==> src/rtl/freq_div_prog_if.sv <==
// freq_div_prog_if: divisor/mode load handshake between a controller and the divider bank
interface freq_div_prog_if #(
  parameter int NUM_CH = 4,
  parameter int CNT_W  = 18
);
  localparam int CH_W = NUM_CH > 1 ? $clog2(NUM_CH) : 1;
  logic             load_valid;
  logic [CH_W-1:0]  load_ch;
  logic [CNT_W-1:0] load_div;
  logic             load_mode;
  logic             load_ready;
  modport master(output load_valid, load_ch, load_div, load_mode, input load_ready);
  modport slave(input load_valid, load_ch, load_div, load_mode, output load_ready);
endinterface

==> src/rtl/freq_div_prog.sv <==
// freq_div_prog: bank of programmable clock dividers with shadowed divisor/mode reloads
module freq_div_prog #(
  parameter int NUM_CH      = 4,
  parameter int CNT_W       = 18,
  parameter int DEFAULT_DIV = 250000
) (
  input  logic              clock,
  input  logic              reset,
  input  logic              enable,
  freq_div_prog_if.slave    load,
  output logic [NUM_CH-1:0] clk_out,
  output logic [NUM_CH-1:0] tick
);
  localparam int CH_W = NUM_CH > 1 ? $clog2(NUM_CH) : 1;
  localparam logic [CNT_W-1:0] DEF = CNT_W'(DEFAULT_DIV);
  logic [CNT_W-1:0] div [NUM_CH];
  logic [CNT_W-1:0] cnt [NUM_CH];
  logic [CNT_W-1:0] sh_div [NUM_CH];
  logic [NUM_CH-1:0] mode, sh_mode, pend, acc, wrap, apply;
  // A load is ready only for an in-range channel with no update already queued
  always_comb begin
    load.load_ready = 1'b0;
    for (int i = 0; i < NUM_CH; i++)
      if (load.load_ch == CH_W'(i)) load.load_ready = !pend[i];
  end
  // Per-channel wrap, apply and accept decode; a disabled channel applies immediately
  always_comb begin
    wrap  = '0;
    apply = '0;
    acc   = '0;
    for (int i = 0; i < NUM_CH; i++) begin
      wrap[i]  = div[i] != '0 && cnt[i] >= div[i];
      apply[i] = enable && pend[i] && (wrap[i] || div[i] == '0);
      acc[i]   = load.load_valid && !pend[i] && load.load_ch == CH_W'(i);
    end
  end
  // Counters, registered outputs and shadow/pending update per channel
  always_ff @(posedge clock or negedge reset)
    if (!reset) begin
      clk_out <= '0;
      tick    <= '0;
      mode    <= '0;
      sh_mode <= '0;
      pend    <= '0;
      for (int i = 0; i < NUM_CH; i++) begin
        div[i]    <= DEF;
        cnt[i]    <= '0;
        sh_div[i] <= DEF;
      end
    end else begin
      for (int i = 0; i < NUM_CH; i++) begin
        if (acc[i]) begin
          sh_div[i]  <= load.load_div;
          sh_mode[i] <= load.load_mode;
          pend[i]    <= 1'b1;
        end
        if (!enable) begin
          tick[i]    <= 1'b0;
          clk_out[i] <= clk_out[i] & ~mode[i];
        end else if (apply[i]) begin
          div[i]     <= sh_div[i];
          mode[i]    <= sh_mode[i];
          pend[i]    <= 1'b0;
          cnt[i]     <= '0;
          tick[i]    <= wrap[i];
          clk_out[i] <= (!wrap[i] || sh_mode[i] != mode[i] || sh_div[i] == '0) ? 1'b0 : mode[i] | ~clk_out[i];
        end else begin
          cnt[i]     <= (wrap[i] || div[i] == '0) ? '0 : cnt[i] + 1'b1;
          tick[i]    <= wrap[i];
          clk_out[i] <= wrap[i] ? (mode[i] | ~clk_out[i]) : (clk_out[i] & ~mode[i] & (div[i] != '0));
        end
      end
    end
endmodule

==> src/flat_wrapper.sv <==
// flat-port wrapper written by rule: the top's interface ports become plain ports
module freq_div_prog_flat 
#(
  parameter int NUM_CH      = 4,
  parameter int CNT_W       = 18,
  parameter int DEFAULT_DIV = 250000
)
  (clock, reset, enable, clk_out, tick, load_load_valid, load_load_ch, load_load_div, load_load_mode, load_load_ready);
  freq_div_prog_if #(.NUM_CH(NUM_CH), .CNT_W(CNT_W)) load_i ();
  input  logic clock;
  input  logic reset;
  input  logic enable;
  output logic [NUM_CH-1:0] clk_out;
  output logic [NUM_CH-1:0] tick;
  input wire logic [$bits(load_i.load_valid)-1:0] load_load_valid;
  input wire logic [$bits(load_i.load_ch)-1:0] load_load_ch;
  input wire logic [$bits(load_i.load_div)-1:0] load_load_div;
  input wire logic [$bits(load_i.load_mode)-1:0] load_load_mode;
  output wire logic [$bits(load_i.load_ready)-1:0] load_load_ready;
  assign load_i.load_valid = load_load_valid;
  assign load_i.load_ch = load_load_ch;
  assign load_i.load_div = load_load_div;
  assign load_i.load_mode = load_load_mode;
  assign load_load_ready = load_i.load_ready;
  freq_div_prog #(.NUM_CH(NUM_CH), .CNT_W(CNT_W), .DEFAULT_DIV(DEFAULT_DIV)) u_core (.clock(clock), .reset(reset), .enable(enable), .load(load_i), .clk_out(clk_out), .tick(tick));
endmodule
==> config.mk <==
export PLATFORM = sky130hd
export DESIGN_NAME = freq_div_prog_flat
export DESIGN_NICKNAME = d
export VERILOG_FILES = /design/src/rtl/freq_div_prog_if.sv /design/src/rtl/freq_div_prog.sv /design/src/flat_wrapper.sv
export SDC_FILE = /design/constraint.sdc
export NUM_CORES = 1
export LEC_CHECK = 0
export ABC_CLOCK_PERIOD_IN_PS = 5200
export BUFFER_PORTS_ARGS = -buffer_cell sky130_fd_sc_hd__buf_2
export CORE_ASPECT_RATIO = 1.25
export CORE_MARGIN = 2
export CORE_UTILIZATION = 50
export CTS_CLUSTER_SIZE = 40
export DETAILED_ROUTE_END_ITERATION = 12
export GPL_ROUTABILITY_DRIVEN = 0
export PLACE_DENSITY = 0.73
export SLEW_MARGIN = 20
export SYNTH_ARGS = -nofsm -noshare
export SYNTH_HDL_FRONTEND = slang
export SYNTH_SLANG_ARGS = --single-unit
==> constraint.sdc <==
create_clock -name clock -period 5.2 [get_ports clock]
set_input_delay 1.04 -clock clock [delete_from_list [all_inputs] [get_ports clock]]
set_output_delay 1.04 -clock clock [all_outputs]
set_load 0.02 [all_outputs]
==> flow_summary_export.csv <==
group,metric,value,unit
placement,port-buffer-count,33,
drt,drtAntennaViolNets,0,
placement,dp_hpwl,18.0,mm
clocking,cts_sinks,236,
pwr,vdd_drop_max,0.296,mV
clocking,ctsRootBufferMaster,"clkbuf_16",
synth,synth_top_cell_by_area,"dfrtp_1",
drt,wirelength,25.1,mm
sta,setup_ws,2.17,ns
clocking,cts_setup_buffers,0,
floorplan,initial_utilization,0.507,
synth,synth_common_cells,"180 x dfrtp_1, 141 x mux2_2, 90 x inv_1, 76 x ha_1, 60 x nor2_1",
placement,place_worst_setup_slack,2.02,ns
setup_path,cp-end-kind,"output port",
sta,finalClockSkew,0.0211,ns
synth,synth_area,12000,µm²
setup_path,crit_arrival,1.99,ns
clocking,cts_tree,"built",
global_routing,grt_first_pass_wirelength,42.4,mm
floorplan,fp.dieArea,25200,µm²
global_routing,grt_max_degree,126,
drt,initialDrtViolationCount,328,
setup_path,required,4.16,ns
sta,min_period_over_period,0.582,
clocking,clk_latency,0.52,ns
pwr,power.leakage,6.09,nW
sta,hold_violations,0,
synth,ys.flop_type,"dfrtp_1",
clocking,holdBufCountCts,0,
global_routing,grt_pass1_vias,8111,
synth,synth.avg_cell_area,11.6,µm²
finish,area_delta_synth_final,11.1,%
drt,dr.pass1.iters,4,
finish,drive_gt1_frac,0.283,
floorplan,die_y,177,µm
sta,max_freq,330,MHz
min_path,hp-class,"flip-flop to flip-flop",
global_routing,antenna_found_initial,3,
setup_path,path_class,"input pin to output port",
drt,wl_per_cell,18.1,µm
sta,finalSetupViolations,0,
global_routing,grt-ovfl-total,0,
sta,relSlewSlack,0.305,
synth,synth_enable_flop_cells,0,
synth,syn_inst,1032,
global_routing,grt_usage,0.209,
clocking,clock_path_buffers,3,
sta,tightest_slew,1.04,ns
setup_path,start_kind,"input pin",
synth,netlist-cell-type-count,63,
finish,final_core_util,0.563,
synth,ys_top_cells_by_area,"dfrtp_1 38%, mux2_2 13%, dfstp_2 12%",
synth,syn_nets,1133,
drt,vias_per_cell,5.65,
flow_run,cap_violations,0,
synth,yosysMostFrequentCell,"dfrtp_1",
outcome,status,"complete, no violations",
drt,drc,0,
floorplan,core_area,23600,µm²
pwr,p_total,6.90,mW
synth,yosys.area.top_type_share,0.377,
sta,rsz0062_at_grt,"no",
sta,drv_slew,0,
sta,period_minus_slack,3.03,ns
setup_path,cp_max_fo,5,
floorplan,rows,63,
synth,async_flop_share,1.00,
floorplan,fp.dieW,142,µm
clocking,clkTransAtPathRegs,0.06,ns
finish,fillerInstances,1907,
synth,ys_ff_latch,236,
synth,yosysWarnings,0,
synth,ys_seq_area_frac,0.500,
finish,nNetsFinal,1177,
clocking,cts_buffers,24,
drt,vias,7830,
pwr,power_density,520,nW/µm²
floorplan,num_io_pins,34,
sta,fin_setup_tns,0,ns
clocking,ctsHtreeMaxLevel,1,
clocking,ctsResizeCount,0,
[registers in the layout, summed over array words and instances (netlist names)]
register	count
u_core.clk_out	4
u_core.sh_div	72
u_core.div	72
u_core.mode	4
u_core.cnt	72
u_core.sh_mode	4
u_core.pend	4
u_core.tick	4
[layout make-up]
| type | count | area (µm²) | share of cell area |
|---|---|---|---|
| diodes | 1 | 2.50 | 0.000188 |
| clock buffers | 33 | 706 | 0.0532 |
| clock inverters | 11 | 82.6 | 0.00622 |
| inverters | 91 | 342 | 0.0257 |
| multi-input cells | 680 | 5540 | 0.417 |
| flip-flops and latches | 236 | 5980 | 0.450 |
| well taps | 292 | 365 | 0.0275 |
| repair buffers | 43 | 267 | 0.0201 |
[worst max-delay path, stage by stage]
cell and delay (ns):
buf_2 0.16, mux4_2 0.52, inv_1 0.10, buf_2 0.17
[metrics by stage]
step | cells | hold WS (ns) | area [µm²]
3_3_place_gp | 1341 | 0.473 | 12500
5_1_grt | 1386 | 0.521 | 13300
2_1_floorplan | 1032 | 0.458 | 12000
6_report | 1387 | 0.507 | 13300
3_5_place_dp | 1341 | 0.484 | 12500
4_1_cts | 1385 | 0.507 | 13300
[layout by cell type (no fill, tap or decap), drive strengths merged, types with 18 or more instances in the layout]
cell type  synthesis  final
nor4              31     31
dfrtp            180    180
buf                5     43
nand2             45     45
nor2              60     60
inv               91     91
clkbuf            20     33
dfstp             56     56
nand4             30     30
ha                76     76
a21oi             33     33
mux2             152    152
xor2              42     42
nand3             50     50
and3              18     18
[cells by family (layout without fill, tap and decap cells)]
group / Yosys count / in the layout / synth area share
flops: 236 / 236 / 0.500
mux: 156 / 156 / 0.151
other cells: 0 / 1 / 0
compound gates: 112 / 112 / 0.0690
xor+xnor: 52 / 52 / 0.0381
fa+ha+maj: 76 / 76 / 0.0796
simple gates: 284 / 284 / 0.123
buf+inv: 116 / 178 / 0.0397
[per-layer routing]
metal	vias up	part of all wire	wire, µm	track usage
met5	-	0.00099	25	0
met4	4	0.029	735	0.0656
met3	37	0.033	822	0.0306
met2	95	0.51	12700	0.365
met1	3899	0.43	10900	0.269
li1	3795	-	-	-
[final timing paths]
path,start,slack [ns],to,cells after the start
max in group asynchronous,reset,3.48,u_core.cnt[6]$_DFFE_PN0P_,2
min in group asynchronous,reset,0.63,u_core.sh_div[47]$_DFFE_PN0P_,1
min reg2reg,u_core.div[64]$_DFFE_PN0P_,0.51,u_core.div[64]$_DFFE_PN0P_,1
max reg2reg,u_core.div[61]$_DFFE_PN1P_,2.25,u_core.div[62]$_DFFE_PN0P_,8
min,u_core.div[64]$_DFFE_PN0P_,0.51,u_core.div[64]$_DFFE_PN0P_,1
max,load_load_ch[0],2.17,load_load_ready,4
[power breakdown]
| part | internal [mW] | switching, mW |
|---|---|---|
| Clock | 0.998 | 0.713 |
| Sequential | 2.66 | 0.603 |
| Combinational | 1.01 | 0.919 |
No activity file was read; power rests on OpenSTA's default activity.
